<file path="src/rtl/bus_arbiter_2m_pkg.sv">
// Shared bus types and arbiter state encoding.
// Used by the two-master arbiter and its bus interface.
package bus_arbiter_2m_pkg;

  typedef enum logic {
    READ  = 1'b0,
    WRITE = 1'b1
  } ttype_e;

  typedef enum logic [1:0] {
    BYTE = 2'd0,
    HALF = 2'd1,
    WORD = 2'd2
  } tsize_e;

  typedef enum logic [1:0] {
    IDLE = 2'd0,
    GNT0 = 2'd1,
    GNT1 = 2'd2
  } arb_state_e;

  localparam logic LAST_M1 = 1'b1;

  function automatic logic [1:0] onehot2(
    input logic sel
  );
    return sel ? 2'b10 : 2'b01;
  endfunction

endpackage

</file>
<file path="src/rtl/bus_arbiter_2m_if.sv">
// Single-transaction bus between a master and a slave.
// The arbiter faces masters through .slave and the slave through .master.
interface bus_arbiter_2m_if
  import bus_arbiter_2m_pkg::*;
#(
  parameter int ADDR_W = 32,
  parameter int DATA_W = 32
) ();

  logic              breq;
  logic              bstart;
  ttype_e            ttype;
  tsize_e            tsize;
  logic [ADDR_W-1:0] addr;
  logic [DATA_W-1:0] wdata;
  logic [DATA_W-1:0] rdata;
  logic              bdone;
  logic              berr;

  modport master (
    output breq, bstart, ttype, tsize,
    output addr, wdata,
    input  rdata, bdone, berr
  );

  modport slave (
    input  breq, bstart, ttype, tsize,
    input  addr, wdata,
    output rdata, bdone, berr
  );

endinterface

</file>
<file path="src/rtl/bus_arbiter_2m_pick.sv">
// Combinational winner selection for the two-master arbiter.
// Returns a one-hot grant, or zero when nobody requests.
module arb_pick #(
  parameter int PRIORITY_MODE = 0
) (
  input  logic [1:0] req_i,
  input  logic       last_i,
  output logic [1:0] gnt_o
);

  always_comb begin
    gnt_o = 2'b00;
    if (PRIORITY_MODE != 0) begin
      if (req_i[1]) begin
        gnt_o = 2'b10;
      end else if (req_i[0]) begin
        gnt_o = 2'b01;
      end
    end else begin
      unique case (req_i)
        2'b11:   gnt_o = last_i ? 2'b01 : 2'b10;
        2'b10:   gnt_o = 2'b10;
        2'b01:   gnt_o = 2'b01;
        default: gnt_o = 2'b00;
      endcase
    end
  end

endmodule

</file>
<file path="src/rtl/bus_arbiter_2m.sv">
// Two-master, one-slave bus arbiter with per-transaction grant
// and slave-response timeout.
module bus_arbiter_2m
  import bus_arbiter_2m_pkg::*;
#(
  parameter int PRIORITY_MODE  = 0,
  parameter int TIMEOUT_CYCLES = 256,
  parameter int ADDR_W         = 32,
  parameter int DATA_W         = 32
) (
  input  logic             clk,
  input  logic             rst_n,
  bus_arbiter_2m_if.slave  m0_if,
  bus_arbiter_2m_if.slave  m1_if,
  bus_arbiter_2m_if.master s_if,
  output logic [1:0]       grant_o,
  output logic             timeout_o
);

  localparam int CNT_W =
    (TIMEOUT_CYCLES > 1) ? $clog2(TIMEOUT_CYCLES) : 1;
  localparam logic [CNT_W-1:0] CNT_MAX =
    CNT_W'((TIMEOUT_CYCLES > 0) ? TIMEOUT_CYCLES - 1 : 0);
  localparam logic TO_EN = (TIMEOUT_CYCLES != 0);

  arb_state_e        state_q, state_d;
  logic              last_q, last_d;
  logic              start_q, start_d;
  logic [CNT_W-1:0]  cnt_q, cnt_d;

  logic              in_gnt;
  logic              sel;
  logic              to_hit;
  logic              fin;
  logic              err;
  logic [1:0]        pick;
  ttype_e            ttype_mux;
  tsize_e            tsize_mux;
  logic [ADDR_W-1:0] addr_mux;
  logic [DATA_W-1:0] wdata_mux;

  assign in_gnt = (state_q != IDLE);
  assign sel    = (state_q == GNT1);
  assign to_hit = TO_EN && in_gnt && (cnt_q == CNT_MAX);
  // A slave completion in the timeout cycle is a normal finish.
  assign fin    = in_gnt && (s_if.bdone || to_hit);
  assign err    = to_hit && !s_if.bdone;
  assign last_d = fin ? sel : last_q;

  arb_pick #(
    .PRIORITY_MODE(PRIORITY_MODE)
  ) u_pick (
    .req_i ({m1_if.breq, m0_if.breq}),
    .last_i(last_d),
    .gnt_o (pick)
  );

  always_comb begin
    state_d   = state_q;
    start_d   = 1'b0;
    cnt_d     = '0;
    grant_o   = 2'b00;
    ttype_mux = READ;
    tsize_mux = BYTE;
    addr_mux  = '0;
    wdata_mux = '0;
    if (fin || !in_gnt) begin
      unique case (1'b1)
        pick[1]: state_d = GNT1;
        pick[0]: state_d = GNT0;
        default: state_d = IDLE;
      endcase
      start_d = |pick;
    end else begin
      cnt_d = cnt_q + CNT_W'(1);
    end
    unique case (state_q)
      GNT0: begin
        grant_o   = onehot2(1'b0);
        ttype_mux = m0_if.ttype;
        tsize_mux = m0_if.tsize;
        addr_mux  = m0_if.addr;
        wdata_mux = m0_if.wdata;
      end
      GNT1: begin
        grant_o   = onehot2(1'b1);
        ttype_mux = m1_if.ttype;
        tsize_mux = m1_if.tsize;
        addr_mux  = m1_if.addr;
        wdata_mux = m1_if.wdata;
      end
      default: ;
    endcase
  end

  always_ff @(posedge clk or negedge rst_n) begin
    if (!rst_n) begin
      state_q <= IDLE;
      last_q  <= LAST_M1;
      start_q <= 1'b0;
      cnt_q   <= '0;
    end else begin
      state_q <= state_d;
      last_q  <= last_d;
      start_q <= start_d;
      cnt_q   <= cnt_d;
    end
  end

  assign s_if.breq   = in_gnt;
  assign s_if.bstart = start_q;
  assign s_if.ttype  = ttype_mux;
  assign s_if.tsize  = tsize_mux;
  assign s_if.addr   = addr_mux;
  assign s_if.wdata  = wdata_mux;

  assign m0_if.rdata = s_if.rdata;
  assign m1_if.rdata = s_if.rdata;
  assign m0_if.bdone = fin && !sel;
  assign m1_if.bdone = fin && sel;
  assign m0_if.berr  = err && !sel;
  assign m1_if.berr  = err && sel;
  assign timeout_o   = err;

endmodule

</file>
<file path="src/flat_wrapper.sv">
// flat-port wrapper written by rule: the top's interface ports become plain ports
module bus_arbiter_2m_flat import bus_arbiter_2m_pkg::*;
#(
  parameter int PRIORITY_MODE  = 0,
  parameter int TIMEOUT_CYCLES = 256,
  parameter int ADDR_W         = 32,
  parameter int DATA_W         = 32
)
  (clk, rst_n, grant_o, timeout_o, m0_if_breq, m0_if_bstart, m0_if_ttype, m0_if_tsize, m0_if_addr, m0_if_wdata, m0_if_rdata, m0_if_bdone, m0_if_berr, m1_if_breq, m1_if_bstart, m1_if_ttype, m1_if_tsize, m1_if_addr, m1_if_wdata, m1_if_rdata, m1_if_bdone, m1_if_berr, s_if_breq, s_if_bstart, s_if_ttype, s_if_tsize, s_if_addr, s_if_wdata, s_if_rdata, s_if_bdone, s_if_berr);
  bus_arbiter_2m_if #(.ADDR_W(ADDR_W), .DATA_W(DATA_W)) m0_if_i ();
  bus_arbiter_2m_if #(.ADDR_W(ADDR_W), .DATA_W(DATA_W)) m1_if_i ();
  bus_arbiter_2m_if #(.ADDR_W(ADDR_W), .DATA_W(DATA_W)) s_if_i ();
  input  logic clk;
  input  logic rst_n;
  output logic [1:0] grant_o;
  output logic timeout_o;
  input wire logic [$bits(m0_if_i.breq)-1:0] m0_if_breq;
  input wire logic [$bits(m0_if_i.bstart)-1:0] m0_if_bstart;
  input wire logic [$bits(m0_if_i.ttype)-1:0] m0_if_ttype;
  input wire logic [$bits(m0_if_i.tsize)-1:0] m0_if_tsize;
  input wire logic [$bits(m0_if_i.addr)-1:0] m0_if_addr;
  input wire logic [$bits(m0_if_i.wdata)-1:0] m0_if_wdata;
  output wire logic [$bits(m0_if_i.rdata)-1:0] m0_if_rdata;
  output wire logic [$bits(m0_if_i.bdone)-1:0] m0_if_bdone;
  output wire logic [$bits(m0_if_i.berr)-1:0] m0_if_berr;
  input wire logic [$bits(m1_if_i.breq)-1:0] m1_if_breq;
  input wire logic [$bits(m1_if_i.bstart)-1:0] m1_if_bstart;
  input wire logic [$bits(m1_if_i.ttype)-1:0] m1_if_ttype;
  input wire logic [$bits(m1_if_i.tsize)-1:0] m1_if_tsize;
  input wire logic [$bits(m1_if_i.addr)-1:0] m1_if_addr;
  input wire logic [$bits(m1_if_i.wdata)-1:0] m1_if_wdata;
  output wire logic [$bits(m1_if_i.rdata)-1:0] m1_if_rdata;
  output wire logic [$bits(m1_if_i.bdone)-1:0] m1_if_bdone;
  output wire logic [$bits(m1_if_i.berr)-1:0] m1_if_berr;
  output wire logic [$bits(s_if_i.breq)-1:0] s_if_breq;
  output wire logic [$bits(s_if_i.bstart)-1:0] s_if_bstart;
  output wire logic [$bits(s_if_i.ttype)-1:0] s_if_ttype;
  output wire logic [$bits(s_if_i.tsize)-1:0] s_if_tsize;
  output wire logic [$bits(s_if_i.addr)-1:0] s_if_addr;
  output wire logic [$bits(s_if_i.wdata)-1:0] s_if_wdata;
  input wire logic [$bits(s_if_i.rdata)-1:0] s_if_rdata;
  input wire logic [$bits(s_if_i.bdone)-1:0] s_if_bdone;
  input wire logic [$bits(s_if_i.berr)-1:0] s_if_berr;
  assign m0_if_i.breq = m0_if_breq;
  assign m0_if_i.bstart = m0_if_bstart;
  assign m0_if_i.ttype = m0_if_ttype;
  assign m0_if_i.tsize = m0_if_tsize;
  assign m0_if_i.addr = m0_if_addr;
  assign m0_if_i.wdata = m0_if_wdata;
  assign m0_if_rdata = m0_if_i.rdata;
  assign m0_if_bdone = m0_if_i.bdone;
  assign m0_if_berr = m0_if_i.berr;
  assign m1_if_i.breq = m1_if_breq;
  assign m1_if_i.bstart = m1_if_bstart;
  assign m1_if_i.ttype = m1_if_ttype;
  assign m1_if_i.tsize = m1_if_tsize;
  assign m1_if_i.addr = m1_if_addr;
  assign m1_if_i.wdata = m1_if_wdata;
  assign m1_if_rdata = m1_if_i.rdata;
  assign m1_if_bdone = m1_if_i.bdone;
  assign m1_if_berr = m1_if_i.berr;
  assign s_if_breq = s_if_i.breq;
  assign s_if_bstart = s_if_i.bstart;
  assign s_if_ttype = s_if_i.ttype;
  assign s_if_tsize = s_if_i.tsize;
  assign s_if_addr = s_if_i.addr;
  assign s_if_wdata = s_if_i.wdata;
  assign s_if_i.rdata = s_if_rdata;
  assign s_if_i.bdone = s_if_bdone;
  assign s_if_i.berr = s_if_berr;
  bus_arbiter_2m #(.PRIORITY_MODE(PRIORITY_MODE), .TIMEOUT_CYCLES(TIMEOUT_CYCLES), .ADDR_W(ADDR_W), .DATA_W(DATA_W)) u_core (.clk(clk), .rst_n(rst_n), .m0_if(m0_if_i), .m1_if(m1_if_i), .s_if(s_if_i), .grant_o(grant_o), .timeout_o(timeout_o));
endmodule
</file>
<file path="config.mk">
export PLATFORM = sky130hd
export DESIGN_NAME = bus_arbiter_2m_flat
export DESIGN_NICKNAME = d
export VERILOG_FILES = /design/src/rtl/bus_arbiter_2m_pkg.sv /design/src/rtl/bus_arbiter_2m_if.sv /design/src/rtl/bus_arbiter_2m_pick.sv /design/src/rtl/bus_arbiter_2m.sv /design/src/flat_wrapper.sv
export SDC_FILE = /design/constraint.sdc
export NUM_CORES = 1
export LEC_CHECK = 0
export CORE_AREA = 5 5 118 120
export DETAILED_ROUTE_END_ITERATION = 10
export DIE_AREA = 0 0 123 125
export HOLD_SLACK_MARGIN = 0.03
export PLACE_DENSITY = 0.64
export SYNTH_ARGS = -nofsm -noshare
export SYNTH_HDL_FRONTEND = slang
export SYNTH_SLANG_ARGS = --single-unit
</file>
<file path="constraint.sdc">
create_clock -name clk -period 1.89 [get_ports clk]
set_clock_uncertainty 0.2 [all_clocks]
set_input_delay 0.378 -clock clk [delete_from_list [all_inputs] [get_ports clk]]
set_output_delay 0.378 -clock clk [all_outputs]
set_load 0.005 [all_outputs]
</file>
==> impl_metrics.yaml, run 1 <==
run_status:
  status: "finished with violations"
  violations: "setup timing"
cells_and_area:
  fin_area_sq_um: 5240
  area_growth_pct: 144
  antennaDiodeCount: 0
  fillers: 1289
  fin_nets: 676
  drive_gt1_share_pct: 50.8
logic_synthesis:
  syn-num-nets: 459
  yosysUniqueCellTypes: 34
  avgSynthCellArea_sq_um: 7.69
  ys_ff_latch: 12
  netlist_area_sq_um: 2150
  yosysSeqAreaShare_pct: 14.0
  synth_warnings: 0
  syn_inst: 280
sta:
  final-hold-violation-count: 0
  whs_ns: 0.303
  fin_setup_tns_ns: -25.77
  period_share_pct: 121
  setup_violations: 84
  slew_headroom_pct: 62.8
  drv_slew: 0
  period_minus_slack_ns: 2.29
  rsz0062_at_grt: "true"
  max_freq_ghz: 0.436
  setup_ws_ns: -0.404
  max_slew.worst_pin.slew_ns: 0.557
worst_setup_path:
  cp_max_fo: 5
  cp-end-kind: "output port"
  critPathKind: "reg -> out"
  cp.arrival_ns: 1.72
  crit_buf_inv: 5
  cpMaxStageDelayCell: "dfrtp_1"
  cp_top_family: "buffers and inverters"
  crit_chain: "buf_6 -> ha_4 -> buf_12 -> buf_12 -> buf_16 -> a22oi_2 -> nor2b_1 -> buf_2"
  crit_path_max_incr_delay_ns: 0.40
  crit_top_cell: "buf_12"
  critical_path_required_ns: 1.31
  startpoint_type: "flop"
place:
  detailed_place_hpwl_um: 8510
  dpl_cell_area_sq_um: 4240
  place_ws_ns: -0.544
  place_congestion: 0.800
  port_buffers: 214
global_routing:
  grt_pass1_wl_um: 18500
  grt_pass1_vias: 3336
  antenna_found_initial: 0
  overflow: 0
  grt_max_degree: 33
  grt_usage_pct: 15.4
floorplanning:
  die_w_um: 123
  die_height_um: 125
  die_area_sq_um: 15400
  coreArea_sq_um: 12900
  io-pin-count: 314
  start_util_pct: 16.7
  rows: 42
clock_tree:
  cts_hold_buf: 0
  htreeDepth: 1
  clk_path_buf_depth: 2
  cts_buffers: 3
  root_buffer: "clkbuf_16"
  cts_num_sinks: 12
  cts_tree: "built"
  clkTransAtPathRegs_ns: 0.04
  clock_latency_ns: 0.24
route:
  wire_per_inst_um: 19.4
  drtIter0Drc: 70
  postRouteAntennaNets: 0
  drc: 0
  vias: 2925
  firstDrtPassIters: 4
  drt-total-wl_um: 13000
  vias_per_cell: 4.35
hold_path:
  hold_path_class: "in -> async"
pwr:
  powerDensity_nw_per_um2: 1050
  ir_worst_vdd_mv: 0.471
  p_leak_nw: 2.15
flow_run:
  cap_violations: 0
==> timing repair <==
action / CTS / global route
setup endpoints to repair: 77 / 86
gates resized for setup: 429 / 28
setup buffers: 35 / 15
pin swaps: 46 / 25
gates cloned: 11 / 3
==> flip-flops by register name (all words and copies together) (netlist names) <==
| register | flops |
|---|---|
| u_core.cnt_q | 8 |
| u_core.state_q | 2 |
| u_core.last_q | 1 |
| u_core.s_if.bstart | 1 |
==> cell usage after synthesis (all sizes together) <==
cell type	instances	share of area (%)
nor3	1	0.23
mux2	2	1.2
nor2	9	1.7
ha	5	2.9
mux2i	1	0.47
or2	1	0.29
clkbuf	16	2.8
a22oi	67	23
xnor2	1	0.41
nand4	2	0.87
and2	2	0.58
nand3	3	0.70
and3	2	0.64
o2bb2ai	1	0.70
nand2	2	0.47
inv	3	0.52
buf	71	24
a31oi	1	0.29
xor2	5	2.0
o21a	2	0.70
nand4b	1	0.41
and4	1	0.47
dfstp	1	1.2
dfrtp	11	13
nor2b	68	20
o21ai	1	0.41
==> worst paths after layout <==
kind / from / endpoint / slack, ns / cells after the start
min reg2reg: u_core.cnt_q[0] / u_core.cnt_q[0] / 0.36 / 2
min: rst_n / u_core.cnt_q[5] / 0.30 / 1
min in group clk: u_core.cnt_q[0] / u_core.cnt_q[0] / 0.36 / 2
max in group asynchronous: rst_n / u_core.last_q / 0.81 / 1
max: u_core.state_q[1] / s_if_addr[21] / -0.40 / 8
max reg2reg: u_core.state_q[0] / u_core.state_q[0] / -0.34 / 10
==> logic make-up after synthesis <==
kind of cell / share of synthesized area (%)
AO/OA/AOI/OAI: 25.5
XOR/XNOR: 2.44
adder cells (fa/ha/maj): 2.91
buffers and inverters: 27.4
flip-flops: 14.0
multiplexers: 1.69
AND/OR/NAND/NOR: 26.1
==> layout by cell type (no fill, tap or decap), types with 2 or more instances in the layout <==
cell / instances
clkdlybuf4s50_1: 139
xor2_1: 5
buf_4: 24
dfrtp_1: 11
nand3_1: 3
o21a_1: 2
nor2b_2: 2
clkbuf_16: 6
ha_1: 2
inv_4: 2
nor2_1: 8
buf_6: 34
a22oi_2: 67
buf_12: 12
mux2_4: 2
ha_4: 3
buf_8: 10
buf_16: 6
buf_2: 71
nor2b_1: 65
==> where the power goes <==
part / leakage [nW] / total, W / switching [W] / internal [W]
sequential: 0.157 / 0.000327 / 0.0000236 / 0.000303
combinational: 1.95 / 0.00477 / 0.00192 / 0.00285
clock: 0.0382 / 0.000386 / 0.000103 / 0.000283
total: 2.15 / 0.00548 / 0.00205 / 0.00343
==> area by class of cell <==
cell class | instances | area (sq um) | share of cell area (%)
clock buffer | 4 | 78.8 | 1.50
inverter | 3 | 16.3 | 0.310
multi-input combinational | 178 | 1690 | 32.1
sequential | 12 | 302 | 5.75
tap | 176 | 220 | 4.20
timing repair buffer | 299 | 2940 | 56.1
==> layer usage <==
layer / up-vias / GRT usage (%) / share of wire [%]
met5: - / 0 / 0
met1: 1382 / 16.8 / 36
met3: 39 / 2.94 / 8.0
li1: 1354 / - / -
met4: 0 / 5.28 / 3.2
met2: 150 / 29.1 / 53
==> worst register-to-register path: stages (launching register included) <==
cell,delay (ns)
dfrtp_1,0.37
buf_6,0.11
inv_4,0.04
ha_4,0.15
nand4b_1,0.19
buf_4,0.17
buf_4,0.13
buf_6,0.11
o21ai_4,0.23
mux2_4,0.33
o21a_1,0.10
==> per-stage QoR <==
stage / util (%) / std cells / total power (W)
6_report: 40.7 / 672 / 0.00548
3_5_place_dp: 32.9 / 614 / 0.00362
4_1_cts: 39.9 / 663 / 0.00538
3_3_place_gp: 32.9 / 614 / 0.00358
2_1_floorplan: - / 280 / 0.00187
5_1_grt: 40.7 / 672 / 0.00583
No activity file was read; power rests on OpenSTA's default activity.
==> run 2: changes to the inputs <==
--- a/config.mk
+++ b/config.mk
@@ -8,6 +8,7 @@
 export CORE_AREA = 5 5 118 120
 export DETAILED_ROUTE_END_ITERATION = 10
 export DIE_AREA = 0 0 123 125
+export GPL_ROUTABILITY_DRIVEN = 1
 export HOLD_SLACK_MARGIN = 0.03
 export PLACE_DENSITY = 0.64
 export SYNTH_ARGS = -nofsm -noshare
==> constraint.sdc (replaced) <==
create_clock -name clk -period 1.89 [get_ports clk]
set_clock_uncertainty 0.2 [all_clocks]
set_input_delay 0.378 -clock clk [delete_from_list [all_inputs] [get_ports clk]]
set_output_delay 0.378 -clock clk [all_outputs]
set_load 0.02 [all_outputs]
==> impl_metrics.yaml, run 2 (synthesis gave the netlist of run 1 again) <==
clock_tree:
  cts_tree: "built"
  root_buffer: "clkbuf_16"
  htreeDepth: 1
  clkTransAtPathRegs_ns: 0.04
  cts_hold_buf: 0
  cts_num_sinks: 12
  clk_path_buf_depth: 2
  clock_latency_ns: 0.23
  cts_buffers: 3
cells_and_area:
  final_cell_mix: "139 x clkdlybuf4s50_1, 66 x a22oi_2, 64 x buf_6"
  largest_reg_flops: 8
  final_common_cell: "clkdlybuf4s50_1"
  area_growth_pct: 146
  drive_gt1_share_pct: 61.4
  top_register: "u_core.cnt_q"
  fin_nets: 638
  top_regs: "u_core.cnt_q x8, u_core.state_q x2"
  antennaDiodeCount: 0
  fillers: 1249
worst_setup_path:
  crit_buf_inv: 2
  cpMaxStageDelayCell: "dfrtp_1"
  crit_chain: "inv_2 -> ha_4 -> nand4b_1 -> or2_4 -> nor2_4 -> and2_4 -> buf_6"
  rr_endpoint: "u_core.state_q[0]"
  regToRegSetupSlack_ns: -0.17
  startpoint: "u_core.state_q[1]"
  reg2reg_from: "u_core.state_q[1]"
  cp_top_family: "simple AND/OR/NAND/NOR gates"
  cp-end-kind: "output port"
  startpoint_type: "flop"
  critPathKind: "reg -> out"
  cp_max_fo: 3
  critical_path_required_ns: 1.31
  r2r_cells: 8
  cp.arrival_ns: 1.68
  crit_path_max_incr_delay_ns: 0.37
sta:
  slew_headroom_pct: 63.9
  period_share_pct: 119
  setup_ws_ns: -0.366
  max_slew.worst_pin.slew_ns: 0.540
  final-hold-violation-count: 0
  whs_ns: 0.299
  rsz0062_at_grt: "true"
  drv_slew: 0
  setup_violations: 76
  max_freq_ghz: 0.443
  period_minus_slack_ns: 2.26
global_routing:
  grt_usage_pct: 13.9
  grt_pass1_wl_um: 17000
  overflow: 0
  grt_max_degree: 24
  antenna_found_initial: 0
  grt_pass1_vias: 3037
floorplanning:
  die_height_um: 125
  io-pin-count: 314
  coreArea_sq_um: 12900
  start_util_pct: 16.7
  rows: 42
  die_w_um: 123
  die_area_sq_um: 15400
route:
  wl_met2_um: 6660
  drt-total-wl_um: 12000
  wire_per_inst_um: 18.9
  vias_per_cell: 4.28
  drc: 0
  vias: 2716
  wl_met3_um: 1020
  drt-met1-wl_um: 4070
  drtIter0Drc: 51
  postRouteAntennaNets: 0
  top_layer: "met4"
  firstDrtPassIters: 4
hold_path:
  hold_path_class: "in -> async"
pwr:
  ir_worst_vdd_mv: 0.531
  powerDensity_nw_per_um2: 1170
  p_leak_nw: 2.01
  total_power_w: 0.00621
place:
  place_congestion: 0.772
  detailed_place_hpwl_um: 8370
  port_buffers: 214
flow_run:
  cap_violations: 0
run_status:
  status: "finished with violations"
  violations: "setup timing"
## run 2: cell count changes in the layout (fill, tap and decap cells not counted), moves of 2 or more
cell / before / now
nor2b_4: 1 / 8
buf_2: 71 / 2
buf_16: 6 / 4
buf_8: 10 / 0
nor2b_1: 65 / 0
nor2b_2: 2 / 60
buf_4: 24 / 40
buf_6: 34 / 64
buf_12: 12 / 8
## run 2: worst max-delay path by stage
stage                         to  slack [ns]  cells after the start
floorplan           s_if_addr[0]       -0.23                      6
global placement     m0_if_bdone       -0.53                      4
detailed placement   m1_if_bdone       -0.59                      4
CTS                 s_if_addr[9]       -0.39                      6
global route         m0_if_bdone       -0.44                      7
finish                m1_if_berr       -0.37                      7
## run 2: timing repair
item / in CTS / in global routing
endpoints found under the hold margin: 0 / 0
cloned: 5 / 4
endpoints found under the setup margin: 77 / 78
setup buffers: 2 / 9
gates resized for setup: 397 / 110
pin swaps: 2 / 18
## run 2: metal layers
layer  global-route usage, %  up-vias
met4                    3.52        0
met1                    14.3     1274
met5                       0        -
li1                        -     1280
met2                    27.1      132
met3                    3.79       30
## run 2: per-stage QoR
| step | utilization, % | setup TNS (ns) | instance area [sq um] | cells | worst slack (ns) |
|---|---|---|---|---|---|
| 2_1_floorplan | - | -13.99 | 2350 | 280 | -0.235 |
| 3_3_place_gp | 34.3 | -33.33 | 4420 | 612 | -0.525 |
| 3_5_place_dp | 34.3 | -35.22 | 4420 | 612 | -0.595 |
| 4_1_cts | 38.1 | -21.54 | 4900 | 623 | -0.389 |
| 5_1_grt | 41.1 | -25.66 | 5290 | 634 | -0.441 |
| 6_report | 41.1 | -20.47 | 5290 | 634 | -0.366 |
## run 2: final cells by class
type | count | area, sq um | area share (%)
clock buffer | 4 | 88.8 | 1.68
tap | 176 | 220 | 4.16
multi-input combinational | 178 | 1890 | 35.8
timing repair buffer | 261 | 2770 | 52.4
sequential | 12 | 302 | 5.70
inverter | 3 | 13.8 | 0.260
## run 2: power by group
group / internal (W) / switching, W
logic: 0.00297 / 0.00249
registers: 0.000303 / 0.0000220
clock network: 0.000318 / 0.000102
total: 0.00359 / 0.00262
